==> src/rtl/ofm_pool_pkg.sv <==
// Shared constants and types for the OFM 2x2/stride-1 max-pooling stage.
package ofm_pool_pkg;
  localparam int DATA_W   = 36;
  localparam int OFM_DIM  = 5;
  localparam int POOL_DIM = OFM_DIM - 1;
  localparam int IDX_W    = $clog2(OFM_DIM);

  typedef enum logic {IDLE, RUN} state_e;
endpackage

==> src/rtl/pool_max4.sv <==
// Combinational two-level unsigned max over a 2x2 window.
module pool_max4
  import ofm_pool_pkg::*;
#(
  parameter int W = DATA_W
) (
  input  logic [W-1:0] a,
  input  logic [W-1:0] b,
  input  logic [W-1:0] c,
  input  logic [W-1:0] d,
  output logic [W-1:0] pool_max
);
  logic [W-1:0] max_ab, max_cd;

  assign max_ab   = (a > b) ? a : b;
  assign max_cd   = (c > d) ? c : d;
  assign pool_max = (max_ab > max_cd) ? max_ab : max_cd;
endmodule

==> src/rtl/ofm_maxpool.sv <==
// Streaming 2x2 stride-1 max-pool over a raster-ordered OFM_DIM x OFM_DIM map.
// One-row line buffer; each pooled word is registered one cycle after its last input.
module ofm_maxpool
  import ofm_pool_pkg::*;
(
  input  logic              clk,
  input  logic              rst_n,
  input  logic              in_valid,
  input  logic [DATA_W-1:0] In_OFM,
  output logic              out_valid,
  output logic [DATA_W-1:0] Out_Pool
);
  state_e            state;
  logic [IDX_W-1:0]  col, row;
  logic [DATA_W-1:0] row_buf [OFM_DIM];
  logic [DATA_W-1:0] prev_cur;
  logic [DATA_W-1:0] prev_top;
  logic [DATA_W-1:0] pool_max;
  logic              last_col, last_row, win_full;

  assign last_col = (col == IDX_W'(OFM_DIM - 1));
  assign last_row = (row == IDX_W'(OFM_DIM - 1));
  assign win_full = (row != '0) && (col != '0);

  // row_buf[col-1] already holds the current row by now, so the
  // previous-row top-left word is kept as a delayed copy in prev_top.
  pool_max4 #(.W(DATA_W)) u_max (
    .a        (prev_top),
    .b        (row_buf[col]),
    .c        (prev_cur),
    .d        (In_OFM),
    .pool_max (pool_max)
  );

  always_ff @(posedge clk or posedge rst_n) begin
    if (rst_n) begin
      state     <= IDLE;
      col       <= '0;
      row       <= '0;
      prev_cur  <= '0;
      prev_top  <= '0;
      out_valid <= 1'b0;
      Out_Pool  <= '0;
      for (int i = 0; i < OFM_DIM; i++) row_buf[i] <= '0;
    end else begin
      out_valid <= 1'b0;
      Out_Pool  <= '0;
      if (in_valid) begin
        state        <= RUN;
        row_buf[col] <= In_OFM;
        prev_cur     <= In_OFM;
        prev_top     <= row_buf[col];
        if (win_full) begin
          out_valid <= 1'b1;
          Out_Pool  <= pool_max;
        end
        if (last_col) begin
          col <= '0;
          row <= last_row ? '0 : row + IDX_W'(1);
        end else begin
          col <= col + IDX_W'(1);
        end
      end else if (state == RUN) begin
        // End of stream or abort: drop any partial frame.
        state    <= IDLE;
        col      <= '0;
        row      <= '0;
        prev_cur <= '0;
        prev_top <= '0;
        for (int i = 0; i < OFM_DIM; i++) row_buf[i] <= '0;
      end
    end
  end
endmodule

==> config.mk <==
export PLATFORM = sky130hd
export DESIGN_NAME = ofm_maxpool
export DESIGN_NICKNAME = d
export VERILOG_FILES = /design/src/rtl/ofm_pool_pkg.sv /design/src/rtl/pool_max4.sv /design/src/rtl/ofm_maxpool.sv
export SDC_FILE = /design/constraint.sdc
export NUM_CORES = 1
export LEC_CHECK = 0
export ABC_CLOCK_PERIOD_IN_PS = 12370
export BUFFER_PORTS_ARGS = -buffer_cell sky130_fd_sc_hd__buf_4
export CAP_MARGIN = 10
export CORE_MARGIN = 2
export CORE_UTILIZATION = 40
export DETAILED_ROUTE_END_ITERATION = 8
export SETUP_SLACK_MARGIN = 0.02
export SYNTH_ARGS = -nofsm -noshare
export SYNTH_HDL_FRONTEND = slang
export SYNTH_HIERARCHICAL = 1
export SYNTH_SLANG_ARGS = --single-unit
==> constraint.sdc <==
create_clock -name clk -period 12.37 [get_ports clk]
set_input_delay 1.8555 -clock clk [delete_from_list [all_inputs] [get_ports clk]]
set_output_delay 1.8555 -clock clk [all_outputs]
set_load 0.02 [all_outputs]
After elaboration in Yosys (flattened, before gate mapping)
Cells that the tools add are included.
- add/subtract/negate cells: 2
- magnitude comparators: 5
- equal/unequal tests: 3
- multiplexer cells: 25
- bitwise operators: 1
- reduce and logical (&&, ||, !) cells: 6
- operator list (kind ; count):
    $mux 36 ; 11
    $mux 180 ; 2
    $bwmux 180 ; 1
    $bmux 36 s3 ; 1
    $demux 36 s3 ; 1
    $gt 36x36->1 ; 3
    $mux 3 ; 6
    $add 3x1->3 const B ; 2
    $eq 3x3->1 const B ; 2
    $reduce_bool 3->1 ; 2
    $ge 4x4->1 const B ; 1
    $lt 4x1->1 const B ; 1
    $not 3->4 ; 1
    $mux 1 ; 3
    $logic_and 1x1->1 ; 2
    $ne 2x1->1 const B ; 1
    $reduce_and 2->1 ; 1
    $reduce_bool 2->1 ; 1
- bits in registers: 296
- bits of input ports: 39
- output and inout bits: 37
- logic and storage cells: 54

Logic depth before layout (Yosys ltp)
- word-level depth: 10
- depth in mapped cells: 27
- depth with buffers taken out: 21

By module
Netlist, hierarchy kept.
- by module, submodules not included (module ; times used ; cells an instance ; area an instance (um2) ; sequential area each (um2)):
    ofm_maxpool ; 1 ; 1022 ; 12632.1 ; 7407.1
    pool_max4 ; 1 ; 639 ; 4564.4 ; 0.0

Worst setup path before layout
Ideal clock, no wire load.
- path kind: input-to-reg
- start point: in In_OFM[15]
- end point: reg Out_Pool[5]
- data arrival time: 5821 ps
- required time: 12303 ps
- setup slack: 6482 ps
- cell stages on the path: 20
- path buffers: 3
- cell sequence: inv_1 ha_1 and4_1 nand4_1 a21o_1 o211ai_1 a31o_2 buf_2 clkbuf_1 o221ai_1 ha_1 nor2b_1 o211ai_1 a211o_1 o211ai_1 a2111oi_0 nor2_1 buf_2 mux2i_1 and2_1
- word-level cells in the longest chain between the ends: 6
- RTL lines (element ; RTL line ; RTL):
    from (decl) ; ofm_maxpool.sv:9 ; input logic [DATA_W-1:0] In_OFM,
    $gt 36x36->1 ; pool_max4.sv:16 ; assign max_cd = (c > d) ? c : d;
    $mux 36 * ; pool_max4.sv:16 ;
    $gt 36x36->1 ; pool_max4.sv:17 ; assign pool_max = (max_ab > max_cd) ? max_ab : max_cd;
    $mux 36 * ; pool_max4.sv:17 ;
    named net pool_max[5] ; ofm_maxpool.sv:18 ; logic [DATA_W-1:0] pool_max;
    $mux 36 * ; ofm_maxpool.sv:53 ; if (win_full) begin
    $mux 36 * ; ofm_maxpool.sv:48 ; if (in_valid) begin
    to (signal assigned) ; ofm_maxpool.sv:55 ; Out_Pool <= pool_max;
    to (decl) ; ofm_maxpool.sv:11 ; output logic [DATA_W-1:0] Out_Pool
Mark *: on every way through the listed nets, which the timed path passes. The rest lies on a longest branch.
A chain may end at the register's enable or synchronous reset.

Worst setup path in the final report
- start point: reg col[0]
- end point: reg Out_Pool[23]
- word-level cells in the longest chain between the ends: 10
- RTL lines (element ; RTL line ; RTL):
    from (decl) ; ofm_maxpool.sv:14 ; logic [IDX_W-1:0] col, row;
    from (signal assigned) ; ofm_maxpool.sv:61 ; col <= col + IDX_W'(1);
    $not 3->4 (implied by the code) * ; ofm_maxpool.sv:29 ; .b (row_buf[col]),
    $bmux 36 s3 * ; ofm_maxpool.sv:29 ;
    $mux 36 (implied by the code) * (2 in a row) ; ofm_maxpool.sv:29 ;
    $gt 36x36->1 ; pool_max4.sv:15 ; assign max_ab = (a > b) ? a : b;
    $mux 36 * ; pool_max4.sv:15 ;
    $gt 36x36->1 ; pool_max4.sv:17 ;
    $mux 36 * ; pool_max4.sv:17 ;
    named net pool_max[23] ; ofm_maxpool.sv:18 ;
    $mux 36 * ; ofm_maxpool.sv:53 ;
    $mux 36 * ; ofm_maxpool.sv:48 ;
Mark *: on every way through the listed nets, which the timed path passes. The rest lies on a longest branch. The select of a mux whose other input is x is not followed.

==> flow_metrics.env <==
export IMPL_drive_gt1_share_pct=12.84
export IMPL_detail_placement_hpwl_um=35680
export IMPL_clock_tree_htree_level_count=2
export IMPL_gpl_final_weighted_congestion=0.8967
export IMPL_syn_area_um2=17200
export IMPL_number_of_fill_cells_in_the_layout=3927
export IMPL_wire_length_of_the_first_global_routing_pass_um=86750
export IMPL_number_of_nets_with_antenna_violations_after_routing=0
export IMPL_critPathCaptureType="flip-flop"
export IMPL_postSynthAreaPerCell_um2=10.35
export IMPL_postCtsSetupRepairBufs=0
export IMPL_static_leakage_power_nw=9.047
export IMPL_die_height_um=211.3
export IMPL_hold_path_class="flip-flop to flip-flop"
export IMPL_timing_reg2reg_setup_slack_ns=4.22
export IMPL_syn_nets=1812
export IMPL_max_vdd_ir_drop_mv=0.1181
export IMPL_time_the_final_worst_path_needs_with_i_o_delays_and_setup_ns=8.146
export IMPL_element_type_at_the_critical_path_start="flip-flop"
export IMPL_internal_power_w=0.002562
export IMPL_postLayoutCoreUtil_pct=45.79
export IMPL_cts_clk_slew_worst_paths_ns=0.06
export IMPL_layout_nets=1831
export IMPL_fmaxAchievable_mhz=122.8
export IMPL_cts_buffers=35
export IMPL_area_growth_synth_to_final_pct=12.45
export IMPL_cts_hold_buffers_added=0
export IMPL_postCtsResizedCells=0
export IMPL_pwr_share_seq_pct=31.6
export IMPL_drc=0
export IMPL_status="finished, final reports clean"
export IMPL_finalClockSkew_ns=0.01612
export IMPL_synth_enable_flop_cells=0
export IMPL_insertion_delay_ns=0.55
export IMPL_setup_total_negative_slack_ns=0
export IMPL_synthesis_yosys_warnings=6
export IMPL_synthCells=1661
export IMPL_path_delay_family="compound AO/OA/AOI/OAI gates"
export IMPL_numPortBuffers=75
export IMPL_cp_depth=23
export IMPL_vias=14070
export IMPL_setup_worst_path_class="flip-flop to flip-flop"
export IMPL_globalRoute_totalOverflow=0
export IMPL_drt_pre_antenna_iters=7
export IMPL_root_buffer="sky130_fd_sc_hd__clkbuf_16"
export IMPL_std_cell_rows=75
export IMPL_crit_path_top_delay_cell="sky130_fd_sc_hd__dfrtp_2"
export IMPL_postSynthRegisterBits=296
export IMPL_detailedRoute_firstIterationViolations=1531
export IMPL_cts_root_to_sink_buffers=3
export IMPL_timing_critical_path_required_ns=12.81
export IMPL_post_synth_num_cell_types=61
export IMPL_antenna_found_initial=0
export IMPL_power_share_combinational_pct=42.1
export IMPL_antennaDiodeCount=0
export IMPL_grt_pass1_vias=14180
export IMPL_drt_total_wl_um=56150
export IMPL_commonest_register_cell_after_synthesis="sky130_fd_sc_hd__dfrtp_1"
export IMPL_max_slew_margin_pct=14.22
export IMPL_initial_core_util_pct=40.72
export IMPL_maximum_number_of_pins_on_one_net_before_global_route_repair=95
export IMPL_gr_usage_all_layers_pct=25.59
export IMPL_synth_yosys_seq_area_share_pct=43.07
export IMPL_drv_slew=0
export IMPL_power_switching_w=0.001651
export IMPL_cts_tree="done"
export IMPL_finalHoldViolations=0
export IMPL_die_w_um=211.3
export IMPL_critical_path_reg2reg_startpoint="col[0]"
export IMPL_fraction_of_synthesis_flops_using_an_asynchronous_set_or_reset_pin_pct=100.0
export IMPL_crit_fanout=37
export IMPL_clock_sinks=296
export IMPL_die_area_um2=44670
export IMPL_top_level_ports=76
export IMPL_rsz_0062_raised_after_global_routing="no"
export IMPL_routed_via_density=6.271
export IMPL_worst_hold_path_num_cells=1
export IMPL_post_route_period_util_pct=65.86
export IMPL_power_switching_fraction_pct=39.18
export IMPL_worst_endpoint_arrival_ns=8.58
export IMPL_cp_slowest_stage_delay_ns=0.91
export IMPL_wl_per_cell_um=25.02
export IMPL_worst_setup_path_startpoint="col[0]"
export IMPL_crit_end="Out_Pool[23]"
export IMPL_r2r_cells=23
export IMPL_dpl_cell_area_um2=18110
export IMPL_power_share_clock_pct=26.3
export IMPL_worst_slew_pin_transition_ns=1.284
export IMPL_critical_path_reg2reg_endpoint="Out_Pool[23]"
export IMPL_postLayoutCellArea_um2=19340
export IMPL_drv_cap=0
export IMPL_final_setup_viol_count=0
export IMPL_critical_path_n_buffers_inverters=6
export IMPL_placeableCoreArea_um2=42230
export IMPL_timing_critical_path_cells="buf_4, nor2b_1, buf_4, a22oi_1, o22ai_1, inv_1, ha_1, nand4_1, nor4_1, nand4_1, o22ai_4, mux2i_1, inv_1, ha_1, nand4_1, inv_1, a221oi_1, o211ai_1, a2111oi_0, nor2_4, buf_4, mux2i_1, and2_1"
export IMPL_power_per_cell_area_nw_per_um2=217.9
==> worst min path at each step <==
stage                 startpoint           end  slack, ns
global placement    row_buf[109]  row_buf[109]       0.48
global route        row_buf[149]  row_buf[149]       0.51
floorplan           row_buf[142]  row_buf[142]       0.46
finish              row_buf[146]  row_buf[146]       0.49
detailed placement  row_buf[149]  row_buf[149]       0.48
CTS                 row_buf[146]  row_buf[146]       0.50
==> worst register-to-register path, delay by kind of cell (launching register included) <==
family	cells	cell delay, ns
AO/OA/AOI/OAI	6	2.51
multiplexers	2	0.59
adder cells (fa/ha/maj)	2	0.64
flip-flops	1	0.91
AND/OR/NAND/NOR	7	1.92
buffers and inverters	6	1.51
==> cell type report <==
cell class	count	area, um^2	share of cell area, %
clock inverters	8	143.9	0.7441
clock buffers	54	1080	5.584
flip-flops and latches	296	7410	38.32
multi-input cells	1117	8772	45.36
well taps	539	674.4	3.488
repair buffers	103	773.2	3.999
inverters	127	484.2	2.504
==> metal layers <==
layer  wire length [um]  track usage, %
met4               2222           11.85
met3               4584           5.340
met2              24830           39.17
met5                  0               0
met1              24510           34.78
==> synthesized netlist by cell type (3+ instances only) <==
cell type | number | area share (%)
sky130_fd_sc_hd__buf_6 | 4 | 0.26
sky130_fd_sc_hd__buf_8 | 3 | 0.26
sky130_fd_sc_hd__buf_2 | 40 | 1.2
sky130_fd_sc_hd__mux2_2 | 31 | 2.0
sky130_fd_sc_hd__nor2b_1 | 5 | 0.18
sky130_fd_sc_hd__nand3_1 | 10 | 0.29
sky130_fd_sc_hd__buf_4 | 10 | 0.44
sky130_fd_sc_hd__a21oi_1 | 47 | 1.4
sky130_fd_sc_hd__ha_1 | 112 | 8.1
sky130_fd_sc_hd__or3_1 | 37 | 1.3
sky130_fd_sc_hd__dfrtp_1 | 296 | 43
sky130_fd_sc_hd__buf_1 | 6 | 0.13
sky130_fd_sc_hd__o21ai_0 | 67 | 1.9
sky130_fd_sc_hd__and2_1 | 38 | 1.4
sky130_fd_sc_hd__o211ai_1 | 9 | 0.39
sky130_fd_sc_hd__a22o_1 | 166 | 8.5
sky130_fd_sc_hd__inv_1 | 124 | 2.7
sky130_fd_sc_hd__nor3b_1 | 4 | 0.17
sky130_fd_sc_hd__clkbuf_1 | 58 | 1.3
sky130_fd_sc_hd__and4_1 | 5 | 0.25
sky130_fd_sc_hd__o22ai_1 | 33 | 1.2
sky130_fd_sc_hd__nor3_1 | 4 | 0.12
sky130_fd_sc_hd__nand2_1 | 122 | 2.7
sky130_fd_sc_hd__nand4_1 | 20 | 0.73
sky130_fd_sc_hd__a221oi_1 | 7 | 0.36
sky130_fd_sc_hd__a22oi_1 | 81 | 3.5
sky130_fd_sc_hd__mux2i_1 | 147 | 8.6
sky130_fd_sc_hd__a21o_1 | 3 | 0.13
sky130_fd_sc_hd__o21ba_2 | 5 | 0.29
sky130_fd_sc_hd__o221ai_1 | 67 | 3.4
sky130_fd_sc_hd__nor2_1 | 49 | 1.1
sky130_fd_sc_hd__a221o_1 | 10 | 0.58
sky130_fd_sc_hd__o32ai_1 | 5 | 0.25
==> sequential cells by signal, indices dropped and copies added, names as in the netlist <==
signal	flops
row_buf	180
Out_Pool	36
prev_cur	36
prev_top	36
col	3
row	3
out_valid	1
state	1
==> kinds of logic (layout without fill, tap and decap cells) <==
| family | Yosys count | count (layout) | share of synthesized area [%] |
|---|---|---|---|
| AOI/OAI and AO/OA | 513 | 513 | 22.59 |
| buffers and inverters | 248 | 292 | 6.294 |
| DFF | 296 | 296 | 43.07 |
| muxes | 178 | 178 | 10.59 |
| adders and majority gates | 112 | 112 | 8.149 |
| and+or+nand+nor | 314 | 314 | 9.306 |
==> per-stage QoR <==
step	total power [W]	cells	hold slack, ns	worst slack (ns)
after CTS	0.004200	2244	0.4975	4.313
after global routing	0.004456	2244	0.5094	3.843
final	0.004213	2244	0.4916	4.224
after floorplan	0.002606	1661	0.4603	2.339
after detailed placement	0.003085	2182	0.4780	4.306
after global placement	0.003048	2182	0.4784	4.507
==> power by group through the flow <==
stage / Clock [W] / Combinational, W / Sequential, W
4_1_cts: 0.00112 / 0.00175 / 0.00133
5_1_grt: 0.00116 / 0.00194 / 0.00136
2_1_floorplan: 0 / 0.00131 / 0.00129
6_report: 0.00111 / 0.00177 / 0.00133
3_5_place_dp: 0 / 0.00175 / 0.00134
3_3_place_gp: 0 / 0.00171 / 0.00134
==> cells in the final DEF (no fill, tap or decap), types with 9 or more instances in the layout <==
master	synthesis	final
sky130_fd_sc_hd__o22ai_1	33	32
sky130_fd_sc_hd__a22oi_1	81	81
sky130_fd_sc_hd__a21oi_1	47	47
sky130_fd_sc_hd__nand2_1	122	122
sky130_fd_sc_hd__o211ai_1	9	9
sky130_fd_sc_hd__o21ai_0	67	67
sky130_fd_sc_hd__nand3_1	10	10
sky130_fd_sc_hd__o221ai_1	67	67
sky130_fd_sc_hd__clkbuf_8	0	9
sky130_fd_sc_hd__or3_1	37	37
sky130_fd_sc_hd__and2_1	38	38
sky130_fd_sc_hd__ha_1	112	112
sky130_fd_sc_hd__mux2_2	31	31
sky130_fd_sc_hd__dfrtp_1	296	294
sky130_fd_sc_hd__buf_4	10	103
sky130_fd_sc_hd__nor2_1	49	45
sky130_fd_sc_hd__mux2i_1	147	147
sky130_fd_sc_hd__a22o_1	166	166
sky130_fd_sc_hd__nand4_1	20	20
sky130_fd_sc_hd__a221o_1	10	10
sky130_fd_sc_hd__clkbuf_16	0	37
sky130_fd_sc_hd__inv_1	124	123
No activity file was read; power rests on OpenSTA's default activity.
